===== config.mk =====
export PLATFORM = sky130hd
export DESIGN_NAME = add_capture_flat
export DESIGN_NICKNAME = d
export VERILOG_FILES = /design/src/rtl/add_pkg.sv /design/src/rtl/add_capture_if.sv /design/src/rtl/sat_counter.sv /design/src/rtl/add_capture.sv /design/src/flat_wrapper.sv
export SDC_FILE = /design/constraint.sdc
export NUM_CORES = 1
export LEC_CHECK = 0
export ABC_AREA = 1
export CAP_MARGIN = 20
export CORE_MARGIN = 4
export CORE_UTILIZATION = 35
export CTS_CLUSTER_SIZE = 24
export DETAILED_ROUTE_END_ITERATION = 6
export DONT_BUFFER_PORTS = 1
export SLEW_MARGIN = 20
export SYNTH_ARGS = -nofsm -noshare
export SYNTH_HDL_FRONTEND = slang
export SYNTH_HIERARCHICAL = 1
export SYNTH_SLANG_ARGS = --single-unit

===== constraint.sdc =====
create_clock -name clk -period 1.62 [get_ports clk]
set_input_delay 0.081 -clock clk [delete_from_list [all_inputs] [get_ports clk]]
set_output_delay 0.081 -clock clk [all_outputs]
set_load 0.03 [all_outputs]

===== src/rtl/add_pkg.sv =====
// Shared types and default sizes for the adder capture stage.
package add_pkg;

    localparam int ADD_DATA_WIDTH = 4;
    localparam int ADD_CNT_WIDTH  = 8;

    typedef enum logic [1:0] {EMPTY, ONE, TWO} cap_state_t;

endpackage


===== src/rtl/add_capture_if.sv =====
// Handshake bundle between the adder, the capture stage and its consumer.
interface add_capture_if
    import add_pkg::*;
#(
    parameter int DATA_WIDTH = ADD_DATA_WIDTH
);

    logic                  in_valid;
    logic                  in_ready;
    logic [DATA_WIDTH:0]   in_result;
    logic                  out_valid;
    logic                  out_ready;
    logic [DATA_WIDTH-1:0] out_sum;
    logic                  out_carry;
    logic                  out_zero;

    modport master (
        output in_valid, in_result, out_ready,
        input  in_ready, out_valid, out_sum, out_carry, out_zero
    );

    modport slave (
        input  in_valid, in_result, out_ready,
        output in_ready, out_valid, out_sum, out_carry, out_zero
    );

endinterface


===== src/rtl/sat_counter.sv =====
// Saturating up-counter with enable; holds at all-ones, cleared by reset.
module sat_counter #(
    parameter int WIDTH = 8
) (
    input  logic             clk,
    input  logic             rst_n,
    input  logic             en_i,
    output logic [WIDTH-1:0] count_o
);

    localparam logic [WIDTH-1:0] ONE_V = {{(WIDTH-1){1'b0}}, 1'b1};

    logic [WIDTH-1:0] count_q;
    logic [WIDTH-1:0] count_d;

    always_comb begin
        count_d = count_q;
        if (en_i && !(&count_q)) begin
            count_d = count_q + ONE_V;
        end
    end

    always_ff @(posedge clk or negedge rst_n) begin
        if (!rst_n) begin
            count_q <= '0;
        end else begin
            count_q <= count_d;
        end
    end

    assign count_o = count_q;

endmodule


===== src/rtl/add_capture.sv =====
// Adder result capture: two-entry skid FIFO splitting sum/carry/zero.
// Define ADD_CAPTURE_STATS_EN to add the saturating carry_count port.
module add_capture
    import add_pkg::*;
#(
    parameter int DATA_WIDTH = ADD_DATA_WIDTH
`ifdef ADD_CAPTURE_STATS_EN
  , parameter int CNT_WIDTH  = ADD_CNT_WIDTH
`endif
) (
    input  logic                 clk,
    input  logic                 rst_n,
    add_capture_if.slave         bus
`ifdef ADD_CAPTURE_STATS_EN
  , output logic [CNT_WIDTH-1:0] carry_count
`endif
);

    typedef struct packed {
        logic [DATA_WIDTH-1:0] sum;
        logic                  carry;
        logic                  zero;
    } entry_t;

    cap_state_t state_q;
    cap_state_t state_d;
    entry_t     head_q;
    entry_t     head_d;
    entry_t     tail_q;
    entry_t     tail_d;
    entry_t     new_e;
    logic       push;
    logic       pop;

    // in_ready comes from registered state only, so out_ready never
    // reaches the upstream stage combinationally.
    assign bus.in_ready  = (state_q != TWO);
    assign bus.out_valid = (state_q != EMPTY);

    assign push = bus.in_valid && bus.in_ready;
    assign pop  = bus.out_valid && bus.out_ready;

    always_comb begin
        new_e.sum   = bus.in_result[DATA_WIDTH-1:0];
        new_e.carry = bus.in_result[DATA_WIDTH];
        new_e.zero  = ~|bus.in_result[DATA_WIDTH-1:0];
    end

    always_comb begin
        state_d = state_q;
        head_d  = head_q;
        tail_d  = tail_q;
        unique case (state_q)
            EMPTY: begin
                if (push) begin
                    head_d  = new_e;
                    state_d = ONE;
                end
            end
            ONE: begin
                case ({push, pop})
                    2'b10: begin
                        tail_d  = new_e;
                        state_d = TWO;
                    end
                    2'b01: state_d = EMPTY;
                    2'b11: head_d = new_e;
                    default: ;
                endcase
            end
            TWO: begin
                if (pop) begin
                    head_d  = tail_q;
                    state_d = ONE;
                end
            end
            default: state_d = EMPTY;
        endcase
    end

    always_ff @(posedge clk or negedge rst_n) begin
        if (!rst_n) begin
            state_q <= EMPTY;
            head_q  <= '0;
            tail_q  <= '0;
        end else begin
            state_q <= state_d;
            head_q  <= head_d;
            tail_q  <= tail_d;
        end
    end

    assign bus.out_sum   = head_q.sum;
    assign bus.out_carry = head_q.carry;
    assign bus.out_zero  = head_q.zero;

`ifdef ADD_CAPTURE_STATS_EN
    sat_counter #(
        .WIDTH (CNT_WIDTH)
    ) u_carry_cnt (
        .clk     (clk),
        .rst_n   (rst_n),
        .en_i    (push && bus.in_result[DATA_WIDTH]),
        .count_o (carry_count)
    );
`endif

endmodule


===== src/flat_wrapper.sv =====
// flat-port wrapper written by rule: the top's interface ports become plain ports
module add_capture_flat import add_pkg::*;
#(
    parameter int DATA_WIDTH = ADD_DATA_WIDTH

)
  (clk, rst_n, bus_in_valid, bus_in_result, bus_out_ready, bus_in_ready, bus_out_valid, bus_out_sum, bus_out_carry, bus_out_zero);
  add_capture_if #(.DATA_WIDTH(DATA_WIDTH)) bus_i ();
  input  logic clk;
  input  logic rst_n;
  input wire logic [$bits(bus_i.in_valid)-1:0] bus_in_valid;
  input wire logic [$bits(bus_i.in_result)-1:0] bus_in_result;
  input wire logic [$bits(bus_i.out_ready)-1:0] bus_out_ready;
  output wire logic [$bits(bus_i.in_ready)-1:0] bus_in_ready;
  output wire logic [$bits(bus_i.out_valid)-1:0] bus_out_valid;
  output wire logic [$bits(bus_i.out_sum)-1:0] bus_out_sum;
  output wire logic [$bits(bus_i.out_carry)-1:0] bus_out_carry;
  output wire logic [$bits(bus_i.out_zero)-1:0] bus_out_zero;
  assign bus_i.in_valid = bus_in_valid;
  assign bus_i.in_result = bus_in_result;
  assign bus_i.out_ready = bus_out_ready;
  assign bus_in_ready = bus_i.in_ready;
  assign bus_out_valid = bus_i.out_valid;
  assign bus_out_sum = bus_i.out_sum;
  assign bus_out_carry = bus_i.out_carry;
  assign bus_out_zero = bus_i.out_zero;
  add_capture #(.DATA_WIDTH(DATA_WIDTH)) u_core (.clk(clk), .rst_n(rst_n), .bus(bus_i));
endmodule

# After elaboration in Yosys (flattened, before gate mapping)
# Index checks and enable logic that the tools add are counted.
op_classes:
  add_sub_neg: 0
  n_mul: 0
  div_mod_pow: 0
  magnitude_cmp: 0
  eq_ne: 10
  shift: 0
  muxes: 8
  bitwise_logic: 0
  n_reduce_logical: 10
op_table:
  columns: ["op", "count"]
  rows:
  - ["$mux W6", 3]
  - ["$pmux W6 S3", 1]
  - ["$eq A2 B2 Y1 const B", 3]
  - ["$pmux W2 S3", 1]
  - ["$eq A2 B1 Y1 const B", 2]
  - ["$mux W2", 2]
  - ["$ne A2 B1 Y1 const B", 2]
  - ["$ne A2 B2 Y1 const B", 2]
  - ["$pmux W2 S2", 1]
  - ["$reduce_and A4 Y1", 1]
  - ["$reduce_or A4 Y1", 1]
  - ["$ne A3 B2 Y1 const B", 1]
  - ["$reduce_and A3 Y1", 1]
  - ["$reduce_bool A3 Y1", 1]
  - ["$logic_and A1 B1 Y1", 2]
  - ["$logic_not A2 Y1", 1]
  - ["$reduce_and A2 Y1", 1]
  - ["$reduce_bool A2 Y1", 1]
  - ["$logic_not A1 Y1", 1]
totals:
  ff_bits: 14
  latchBits: 0
  ram_bits: 0
  rom_bits: 0
  in_bits: 9
  out_inout_bits: 8
  wordCells: 35
  mem_count: 0

# Longest topological paths before layout
# Gate-level depths: netlist of run 1.
logic_depth:
  word_depth: 5
  mapped_depth: 10
  mapped_depth_nobuf: 10

# Worst setup path after synthesis of run 1
# OpenSTA, ideal clock, no wires.
synth_path:
  path_kind: "register to register"
  startpoint: "register u_core.state_q[1]"
  endpoint: "register u_core/tail_q[0] (netlist bit)"
  setup_time_ns: 0.124
  arrival_time_ns: 1.291
  required_ns: 1.496
  path_slack_ns: 0.205
  path_stages_with_launch: 8
  path_buffers: 1
  synth_period_minus_slack_ns: 1.415
  path_cell_list: "dfrtp_1 inv_1 nor2_2 nor2_1 ha_1 nand3_1 buf_2 o21ai_1"
synth_via:
  elab_chain_cells: 4
  elab_cells_between_ends: 7
  classes_between: "eq/ne (3); reduce/logical (4)"
synth_lines:
  columns: ["element", "line", "text"]
  rows:
  - ["from (decl)", "add_capture.sv:25", "cap_state_t state_q;"]
  - ["from (signal assigned)", "add_capture.sv:87", "state_q <= state_d;"]
  - ["$ne A2 B2 Y1 / $reduce_bool A2 Y1 (equally long branches)", "add_capture.sv:37, add_capture.sv:38", null]
  - ["$logic_and A1 B1 Y1, on equally long branches", "add_capture.sv:40, add_capture.sv:41", null]
  - ["$eq A2 B2 Y1", "add_capture.sv:61", "case ({push, pop})"]
  - ["$reduce_and A2 Y1 (no source line) (*)", null, null]
  - ["to (signal assigned)", "add_capture.sv:89", "tail_q <= tail_d;"]
  - ["to (decl)", "add_capture.sv:29", "entry_t tail_q;"]
# Every way passes the cells marked *; elsewhere a longest branch is shown, timed or not.
# A chain may end at the register's enable or synchronous reset.

# Final worst setup path of run 1
layout_path:
  startpoint: "register u_core.state_q[0]"
  endpoint: "register u_core/tail_q[3] (netlist bit)"
# Same word-level chain as after synthesis.

==> flow_summary.rst, run 1 <==
.. list-table::
   :header-rows: 1

   * - Metric
     - Value
   * - Buffers from clock root to sink, at most
     - 2
   * - Area growth from synthesis to layout
     - 25.31%
   * - VDD IR-drop max
     - 0.0006330 V
   * - Post-DR wirelength/cell
     - 11.02 µm
   * - Worst setup path startpoint
     - u_core/state_q[0]$_DFFE_PN0P_
   * - FF-to-FF setup slack
     - 0.06 ns
   * - Core Region
     - 1962 µm²
   * - Cell types occupying the most area after synthesis
     - dfrtp_1 49%, nand2_1 19%, inv_1 6.8%
   * - Share of post-route cells with drive strength above 1
     - 0.1682
   * - Post-layout net count
     - 120
   * - Yosys Warn Count
     - 6
   * - Maximum number of pins on one net before global-route repair
     - 15
   * - Number of global-route vias before repair
     - 581
   * - TritonCTS Sinks
     - 14
   * - Min Clock Period, post-route
     - 1.561 ns
   * - Total I/O pin count
     - 17
   * - Required time worst endpoint
     - 1.79 ns
   * - Routed length on met3
     - 60 µm
   * - GPL Wtd Cong
     - 0.8260
   * - Total number of H-tree levels
     - 1
   * - Post-route clock period utilization
     - 0.9636
   * - Cell with the most instances after synthesis
     - nand2_1
   * - Number of DRC violations after detailed-routing iteration 0
     - 13
   * - Worst slew pin tran
     - 0.6101 ns
   * - Die Outline Area
     - 2837 µm²
   * - DRT antenna net count
     - 0
   * - Tightest hold margin
     - 0.02522 ns
   * - Starting Density
     - 0.3654
   * - Met2 WL post-DR
     - 733 µm
   * - Endpoint of the lowest-slack register-to-register path
     - u_core/tail_q[3]$_DFFE_PN0P_
   * - Worst setup EP type
     - register
   * - Total vias in the final route
     - 618
   * - Clock tree from TritonCTS
     - built
   * - Layout Cell Area excl Fill
     - 898.4 µm²
   * - Startpoint types
     - register
   * - Hold Fails Final Rpt
     - 0
   * - Clock-pin slew reported for the worst setup and hold paths after clock tree synthesis
     - 0.09 ns
   * - Post-synthesis sequential area ratio
     - 0.4887
   * - Setup repair after global routing missed its margin
     - true
   * - Die W
     - 53.26 µm
   * - Root cell of the clock tree
     - clkbuf_4
   * - Number of storage elements in the synthesis netlist
     - 14
   * - Antenna violations before repair
     - 0
   * - Most frequently used flop master after synthesis
     - dfrtp_1
   * - GRT overflow
     - 0
   * - Count of filler cells inserted in the layout
     - 204
   * - Mean area per synthesized cell
     - 7.627 µm²
   * - Initial DRT Pass Iterations
     - 4
   * - Post-Route Skew
     - 0.002891 ns
   * - Sum of negative setup slack
     - 0 ns
   * - Worst max-slew margin expressed relative to the limit
     - 0.5919
   * - Final setup violation count
     - 0
   * - Post-detailed-route DRC marker count
     - 0
   * - Site Rows
     - 16
   * - Outcome
     - complete, no violations
   * - Class of the most critical setup path
     - reg -> reg
   * - Synthesized netlist cell count
     - 94
   * - Source of the worst register-to-register timing path
     - u_core/state_q[0]$_DFFE_PN0P_
   * - Power per cell area
     - 1819 nW/µm²
   * - Register-to-Register Path Depth
     - 7
   * - Number of nets in the synthesized netlist
     - 106
   * - Slew Limit Fails
     - 0
   * - Final wirelength
     - 1.477 mm
   * - Summed instance area of the synthesized netlist
     - 716.9 µm²
   * - Dpl hpwl
     - 1.028 mm
   * - Worst Hold End
     - u_core/bus.out_sum[1]$_DFFE_PN0P_
   * - Worst hold path startpoint
     - bus_in_result[1]
   * - Count of unique library cells instantiated by Yosys
     - 14
   * - Number of enable-type register cells in the synthesized netlist
     - 0
   * - First-pass GRT wire length
     - 2.484 mm
   * - Hold Path Class
     - in -> reg
   * - Critical-path maximum fanout
     - 12
   * - Highest clock rate
     - 640.6 MHz
   * - Top routing layer in use
     - met4
   * - Worst skew pair latency
     - 0.28 ns
   * - Post-DR vias/cell
     - 4.612
   * - Wl on met1
     - 674 µm
   * - Y dimension of the die
     - 53.26 µm
   * - Top cells by instance count after synthesis
     - 36 x nand2_1, 14 x dfrtp_1, 13 x inv_1
   * - Number of port buffers
     - 0
   * - Design Power
     - 0.001634 W
   * - CTS buffer count
     - 3
   * - Total placed instance area
     - 760.7 µm²
   * - Fraction of synthesized cell area taken by the top area cell type
     - 0.4887
   * - Maximum capacitance violations
     - 0
   * - All-Layer GR Usage
     - 0.1220
   * - Static Leakage
     - 0.4710 nW
   * - Top cell type by total area after synthesis
     - dfrtp_1
   * - Number of diodes added for antenna fixing
     - 0
   * - Hold depth
     - 4
   * - Synth async-reset ratio
     - 1.000
   * - Data arrival time of the worst path
     - 1.73 ns
where the power goes:
| group | switching (W) | total [W] | internal [W] |
|---|---|---|---|
| Sequential | 0.000244 | 0.000749 | 0.000505 |
| Clock | 0.000115 | 0.000251 | 0.000137 |
| Combinational | 0.000406 | 0.000633 | 0.000228 |
| Total | 0.000764 | 0.00163 | 0.000870 |
registers in the layout (all words and copies together) (netlist names):
register and flops:
u_core/bus.out_sum 4, u_core/bus.out_carry 1, u_core/tail_q 6, u_core/bus.out_zero 1, u_core/state_q 2
placed cells by master (no fill, tap or decap), types with 2 or more instances in the layout:
cell type	count
clkbuf_4	3
ha_1	3
nand3_2	2
inv_1	12
dfrtp_1	13
dlygate4sd3_1	6
nor2_2	3
o21ai_1	4
buf_4	4
nor2_1	6
o21ai_0	5
a21oi_1	3
nand2_1	35
worst max path at each step:
| stage | endpoint | slack [ns] | cells after the start |
|---|---|---|---|
| floorplan | u_core/tail_q[0]$_DFFE_PN0P_ | 0.21 | 7 |
| global placement | u_core/tail_q[4]$_DFFE_PN0P_ | 0.01 | 7 |
| detailed placement | u_core/tail_q[3]$_DFFE_PN0P_ | -0.02 | 7 |
| CTS | u_core/bus.out_sum[3]$_DFFE_PN0P_ | 0.006 | 10 |
| global route | u_core/tail_q[5]$_DFFE_PN0P_ | -0.11 | 7 |
| finish | u_core/tail_q[3]$_DFFE_PN0P_ | 0.06 | 7 |
area by class of cell:
class | instances | area [µm²] | share of cell area
tap | 27 | 33.78 | 0.03760
multi-input combinational | 66 | 337.8 | 0.3760
inverter | 13 | 48.80 | 0.05432
timing repair buffer | 10 | 90.09 | 0.1003
sequential | 14 | 351.6 | 0.3914
clock buffer | 4 | 36.28 | 0.04039
through the flow:
| step | worst slack, ns | utilization | cells |
|---|---|---|---|
| 2_1_floorplan | 0.2055 | - | 94 |
| 3_3_place_gp | 0.01027 | 0.3878 | 122 |
| 3_5_place_dp | -0.02153 | 0.3878 | 122 |
| 4_1_cts | 0.005838 | 0.4420 | 132 |
| 5_1_grt | -0.1055 | 0.4579 | 134 |
| 6_report | 0.05901 | 0.4579 | 134 |
metal layers:
layer | track usage | vias to the layer above
met1 | 0.1530 | 287
met4 | 0.07660 | 0
met3 | 0.03380 | 2
li1 | - | 314
met2 | 0.1816 | 15
met5 | 0 | -
kinds of logic after synthesis:
logic type	Yosys count	share of synthesized area
adders and majority gates	3	0.05236
AOI/OAI and AO/OA	13	0.09423
and+or+nand+nor	50	0.2897
DFF	14	0.4887
buffers and inverters	14	0.07504
what timing repair did:
item | 4_1_cts | 5_1_grt
gates resized for setup | 2 | 6
setup buffers | 0 | 2
endpoints found under the hold margin | 20 | 0
hold buffers | 6 | 0
setup endpoints to repair | 12 | 13
pin swaps | 0 | 2
critical path, cell delays in order, from the launching register on:
cell	delay, ns
dfrtp_2	0.46
nor2_1	0.25
nor2_2	0.09
inv_1	0.07
ha_1	0.16
nand3_2	0.20
nor2_1	0.16
a21oi_1	0.05
Power figures use the tool's default switching activity.
==> inputs of run 2 (changes only) <==
--- a/config.mk
+++ b/config.mk
@@ -7,8 +7,9 @@
 export LEC_CHECK = 0
 export ABC_AREA = 1
 export CAP_MARGIN = 20
-export CORE_MARGIN = 4
+export CORE_MARGIN = 3
 export CORE_UTILIZATION = 35
+export CTS_BUF_LIST = sky130_fd_sc_hd__clkbuf_4
 export CTS_CLUSTER_SIZE = 24
 export DETAILED_ROUTE_END_ITERATION = 6
 export DONT_BUFFER_PORTS = 1
==> flow_summary.rst, run 2 (synthesis results as in run 1) <==
.. list-table::
   :header-rows: 1

   * - Metric
     - Value
   * - Total I/O pin count
     - 17
   * - GRT met1 Usage
     - 0.1652
   * - TritonCTS Sinks
     - 14
   * - Routing layer with the top usage in global route
     - met2
   * - Slowest-stage cell, CP
     - dfrtp_2
   * - Antenna violations before repair
     - 0
   * - Worst skew pair latency
     - 0.27 ns
   * - Die Outline Area
     - 2628 µm²
   * - Die W
     - 51.26 µm
   * - Cell family contributing the most delay on the critical path
     - flip-flops
   * - Post-detailed-route DRC marker count
     - 0
   * - GRT overflow
     - 0
   * - CTS buffer count
     - 3
   * - Static Leakage
     - 0.4628 nW
   * - GPL Wtd Cong
     - 0.7567
   * - Post-route clock period utilization
     - 0.8771
   * - Largest reg by FF count
     - u_core/tail_q
   * - Hold Fails Final Rpt
     - 0
   * - VDD IR-drop max
     - 0.0006730 V
   * - All-Layer GR Usage
     - 0.1373
   * - Design Power
     - 0.001545 W
   * - Area growth from synthesis to layout
     - 21.99%
   * - Initial DRT Pass Iterations
     - 4
   * - Site Rows
     - 15
   * - CP cell instances
     - nor2_2, nor2_2, inv_1, ha_1, nand3_1, buf_12, nor2_1, a21oi_1
   * - Outcome
     - complete, no violations
   * - Hold Path Class
     - in -> reg
   * - Post-layout net count
     - 119
   * - Critical-path maximum fanout
     - 12
   * - Worst setup EP type
     - register
   * - Power per cell area
     - 1767 nW/µm²
   * - Register area
     - 351.6 µm²
   * - Number of diodes added for antenna fixing
     - 0
   * - Leading cell types in the layout, fill and taps excluded
     - 36 x nand2_1, 13 x dfrtp_1, 12 x inv_1
   * - Buffers from clock root to sink, at most
     - 2
   * - Number of port buffers
     - 0
   * - Multi-input gate area in the final layout
     - 325.3 µm²
   * - Buffer count from post-CTS setup fixing
     - 0
   * - Highest clock rate
     - 703.8 MHz
   * - Share of post-route cells with drive strength above 1
     - 0.1429
   * - Worst slew pin tran
     - 0.6556 ns
   * - Setup repair after global routing missed its margin
     - false
   * - Dpl hpwl
     - 1.105 mm
   * - Worst max-slew margin expressed relative to the limit
     - 0.5615
   * - Clock-pin slew reported for the worst setup and hold paths after clock tree synthesis
     - 0.08 ns
   * - Class of the most critical setup path
     - reg -> reg
   * - Post-Route Skew
     - 0.003971 ns
   * - Total number of H-tree levels
     - 1
   * - Final wirelength
     - 1.440 mm
   * - Maximum capacitance violations
     - 0
   * - Met3 track utilization from global routing
     - 0.05539
   * - Min Clock Period, post-route
     - 1.421 ns
   * - Met2 Track Usage GR
     - 0.2318
   * - Core Region
     - 1821 µm²
   * - Sum of negative setup slack
     - 0 ns
   * - Root cell of the clock tree
     - clkbuf_4
   * - Most common library cell in the layout ignoring fill and taps
     - nand2_1
   * - Number of flip-flops under the largest register name
     - 6
   * - Y dimension of the die
     - 51.26 µm
   * - Starting Density
     - 0.3938
   * - Worst path max stage delay
     - 0.45 ns
   * - CP Buf/Inv Count
     - 2
   * - Data arrival time of the worst path
     - 1.58 ns
   * - Final setup violation count
     - 0
   * - Startpoint types
     - register
   * - Number of global-route vias before repair
     - 646
   * - Maximum number of pins on one net before global-route repair
     - 15
   * - Post-DR vias/cell
     - 4.469
   * - Total vias in the final route
     - 581
   * - Post-DR wirelength/cell
     - 11.08 µm
   * - Most repeated library cell on the critical path
     - nor2_2
   * - Slew Limit Fails
     - 0
   * - First-pass GRT wire length
     - 2.704 mm
   * - Required time worst endpoint
     - 1.78 ns
   * - DRT antenna net count
     - 0
   * - Clock tree from TritonCTS
     - built
   * - Number of DRC violations after detailed-routing iteration 0
     - 12
   * - Count of filler cells inserted in the layout
     - 197
## run 2: cell count changes in the layout (fill, tap and decap cells not counted)
cell | previous run | this run
nand2_1 | 35 | 36
buf_4 | 4 | 2
nor2_1 | 6 | 5
clkbuf_8 | 1 | 0
nand3_1 | 1 | 2
nor2_2 | 3 | 4
nand2_2 | 1 | 0
nand3_4 | 1 | 0
buf_12 | 0 | 1
## run 2: tightest hold or removal path, cell delays in order
cell     delay (ns)
inv_1          0.04
nand3_2        0.10
o31ai_1        0.07
## run 2: final timing paths
kind                                                    start                       endpoint  slack (ns)  cells after the start
min in group asynchronous                               rst_n   u_core/tail_q[2]$_DFFE_PN0P_        0.27                      1
worst max register to register  u_core/state_q[0]$_DFFE_PN0P_   u_core/tail_q[4]$_DFFE_PN0P_        0.20                      8
max in group asynchronous                               rst_n  u_core/state_q[0]$_DFFE_PN0P_        0.88                      1
worst max-delay path            u_core/state_q[0]$_DFFE_PN0P_   u_core/tail_q[4]$_DFFE_PN0P_        0.20                      8
worst min register to register   u_core/tail_q[2]$_DFFE_PN0P_   u_core/tail_q[2]$_DFFE_PN0P_        0.50                      2
worst min-delay path                            bus_out_ready  u_core/state_q[1]$_DFFE_PN0P_        0.06                      3
## run 2: layout make-up
type,instances,area share
Sequential cell,14,0.4020
Multi-Input combinational cell,66,0.3720
Clock buffer,3,0.02575
Inverter,13,0.05579
Timing Repair Buffer,9,0.1087
Tap cell,25,0.03577
## run 2: what timing repair did
item	CTS	global route
hold buffers	6	0
endpoints found under the hold margin	20	0
setup endpoints to repair	0	13
gates resized for setup	0	6
## run 2: report_power, final
group	switching (W)	total [W]	internal (W)
Combinational	0.000386	0.000610	0.000224
Sequential	0.000244	0.000750	0.000506
Clock	0.0000993	0.000185	0.0000859
Total	0.000729	0.00155	0.000816
## run 2: layer usage
| metal | share of wire | vias up |
|---|---|---|
| met3 | 0.069 | 2 |
| met2 | 0.46 | 18 |
| li1 | - | 316 |
| met1 | 0.47 | 245 |
| met4 | 0.0069 | 0 |
| met5 | 0 | - |
## run 2: through the flow
step,hold WS [ns],setup WS [ns],instance area (µm²),utilization,std cells
6_report,0.06383,0.1991,874.6,0.4804,130
5_1_grt,0.07260,0.01681,874.6,0.4804,130
4_1_cts,0.02129,0.06069,860.8,0.4729,130
3_5_place_dp,-0.2141,0.1072,778.2,0.4275,121
3_3_place_gp,-0.2142,0.1487,778.2,0.4275,121
2_1_floorplan,-0.2146,0.2055,716.9,-,94
==> inputs of run 3 (changes only) <==
==> constraint.sdc (replaced) <==
create_clock -name clk -period 1.62 [get_ports clk]
set_input_delay 0.081 -clock clk [delete_from_list [all_inputs] [get_ports clk]]
set_output_delay 0.081 -clock clk [all_outputs]
set_load 0.005 [all_outputs]
==> flow_summary.rst, run 3 (synthesis results as in run 1) <==
.. list-table::
   :header-rows: 1

   * - Metric
     - Value
   * - CP cell instances
     - nor2_2, nor2_1, inv_1, ha_1, o31ai_1
   * - Core Region
     - 1821 µm²
   * - Share of post-route cells with drive strength above 1
     - 0.1250
   * - FF-to-FF setup slack
     - 0.12 ns
   * - DRT antenna net count
     - 0
   * - Worst skew pair latency
     - 0.28 ns
   * - Highest clock rate
     - 667.7 MHz
   * - Static Leakage
     - 0.4504 nW
   * - Power per cell area
     - 1593 nW/µm²
   * - First-pass GRT wire length
     - 2.525 mm
   * - Hold Fails Final Rpt
     - 0
   * - Total number of H-tree levels
     - 1
   * - Post-Route Skew
     - 0.005610 ns
   * - Number of global-route vias before repair
     - 604
   * - Y dimension of the die
     - 51.26 µm
   * - Clock-pin slew reported for the worst setup and hold paths after clock tree synthesis
     - 0.08 ns
   * - Register-to-Register Path Depth
     - 5
   * - Worst hold path startpoint
     - bus_out_ready
   * - Number of diodes added for antenna fixing
     - 0
   * - Post-layout net count
     - 117
   * - All-Layer GR Usage
     - 0.1289
   * - Source of the worst register-to-register timing path
     - u_core/state_q[1]$_DFFE_PN0P_
   * - Final wirelength
     - 1.424 mm
   * - Most common library cell in the layout ignoring fill and taps
     - nand2_1
   * - DP Cell Count
     - 119
   * - Site Rows
     - 15
   * - Startpoint types
     - register
   * - GRT overflow
     - 0
   * - Post-detailed-route DRC marker count
     - 0
   * - Total vias in the final route
     - 597
   * - Worst setup EP type
     - register
   * - Endpoint of the lowest-slack register-to-register path
     - u_core/state_q[1]$_DFFE_PN0P_
   * - Utilization after layout
     - 0.4687
   * - Antenna violations before repair
     - 0
   * - Worst slew pin tran
     - 0.6341 ns
   * - Worst path max stage delay
     - 0.44 ns
   * - Critical-path maximum fanout
     - 4
   * - Outcome
     - complete, no violations
   * - Class of the most critical setup path
     - reg -> reg
   * - GPL Wtd Cong
     - 0.7207
   * - Die W
     - 51.26 µm
   * - Required time worst endpoint
     - 1.79 ns
   * - Post-DR vias/cell
     - 4.628
   * - Data arrival time of the worst path
     - 1.67 ns
   * - Initial DRT Pass Iterations
     - 4
   * - VDD IR-drop max
     - 0.0008007 V
   * - Number of DRC violations after detailed-routing iteration 0
     - 6
   * - Buffers from clock root to sink, at most
     - 2
   * - TritonCTS Sinks
     - 14
   * - Slew Limit Fails
     - 0
   * - Dpl hpwl
     - 1.084 mm
   * - Area growth from synthesis to layout
     - 19.02%
   * - Worst Hold End
     - u_core/state_q[1]$_DFFE_PN0P_
   * - Total I/O pin count
     - 17
   * - Setup repair after global routing missed its margin
     - false
   * - Min Clock Period, post-route
     - 1.498 ns
   * - Number of flip-flops under the largest register name
     - 6
   * - Maximum number of pins on one net before global-route repair
     - 15
   * - Final setup violation count
     - 0
   * - Slowest-stage cell, CP
     - dfrtp_1
   * - Post-route clock period utilization
     - 0.9245
   * - Post-Layout Cell Count
     - 129
   * - Number of port buffers
     - 0
   * - Hold Path Class
     - in -> reg
   * - Buffer count from post-CTS setup fixing
     - 0
   * - Root cell of the clock tree
     - clkbuf_4
   * - Clock tree from TritonCTS
     - built
   * - CTS buffer count
     - 3
   * - Die Outline Area
     - 2628 µm²
   * - Leading cell types in the layout, fill and taps excluded
     - 36 x nand2_1, 13 x dfrtp_1, 12 x inv_1
   * - Worst max-slew margin expressed relative to the limit
     - 0.5759
   * - Starting Density
     - 0.3938
   * - Maximum capacitance violations
     - 0
   * - Hold depth
     - 3
   * - Total placed instance area
     - 750.7 µm²
   * - Post-DR wirelength/cell
     - 11.04 µm
   * - Layout Cell Area excl Fill
     - 853.3 µm²
   * - Largest reg by FF count
     - u_core/tail_q
## run 3: final cells by class
cell class	count	area [µm²]
inverters	13	48.80
clock buffers	3	22.52
flip-flops and latches	14	351.6
well taps	25	31.28
repair buffers	7	67.56
clock inverters	1	3.754
multi-input cells	66	327.8
fillers	196	967.2
## run 3: how the worst max path moves through the flow
stage	from	endpoint	slack, ns	cells past startpoint
finish	u_core/state_q[1]$_DFFE_PN0P_	u_core/state_q[1]$_DFFE_PN0P_	0.12	5
global placement	u_core/state_q[1]$_DFFE_PN0P_	u_core/tail_q[3]$_DFFE_PN0P_	-0.03	7
CTS	u_core/state_q[1]$_DFFE_PN0P_	u_core/bus.out_sum[1]$_DFFE_PN0P_	0.02	10
floorplan	u_core/state_q[1]$_DFFE_PN0P_	u_core/tail_q[0]$_DFFE_PN0P_	0.21	7
detailed placement	u_core/state_q[1]$_DFFE_PN0P_	u_core/tail_q[4]$_DFFE_PN0P_	-0.08	7
global route	u_core/state_q[1]$_DFFE_PN0P_	u_core/bus.out_sum[2]$_DFFE_PN0P_	0.01	10
## run 3: what timing repair did
item / 4_1_cts / 5_1_grt
setup endpoints to repair: 12 / 13
hold endpoints to repair: 20 / 0
hold buffers: 6 / 0
gates resized for setup: 2 / 4
pin swaps: 0 / 0
## run 3: through the flow
step	total power (W)	setup WS, ns	TNS, ns	hold slack [ns]
3_5_place_dp	0.001128	-0.08043	-0.3084	-0.2142
5_1_grt	0.001497	0.01263	0	0.07797
2_1_floorplan	0.001006	0.2055	0	-0.2146
3_3_place_gp	0.001111	-0.02663	-0.06628	-0.2141
4_1_cts	0.001370	0.02111	0	0.04481
6_report	0.001360	0.1223	0	0.06096
## run 3: worst max-delay path, delay by kind of cell (launching register included)
kind	cells	cell delay, ns
compound gates	1	0.31
fa+ha+maj	1	0.31
buf+inv	1	0.07
flops	1	0.44
simple gates	2	0.26
## run 3: report_power, final
group	switching (W)	internal, W
clock network	0.000109	0.0000893
logic	0.000345	0.000195
registers	0.000114	0.000508
total	0.000568	0.000792
## run 3: metal layers
metal	vias to the layer above	routed length, µm	global-route usage
met5	-	0	0
met1	269	682	0.1530
met2	13	657	0.2146
met3	2	75	0.05831
met4	0	8	0.02620
li1	313	-	-
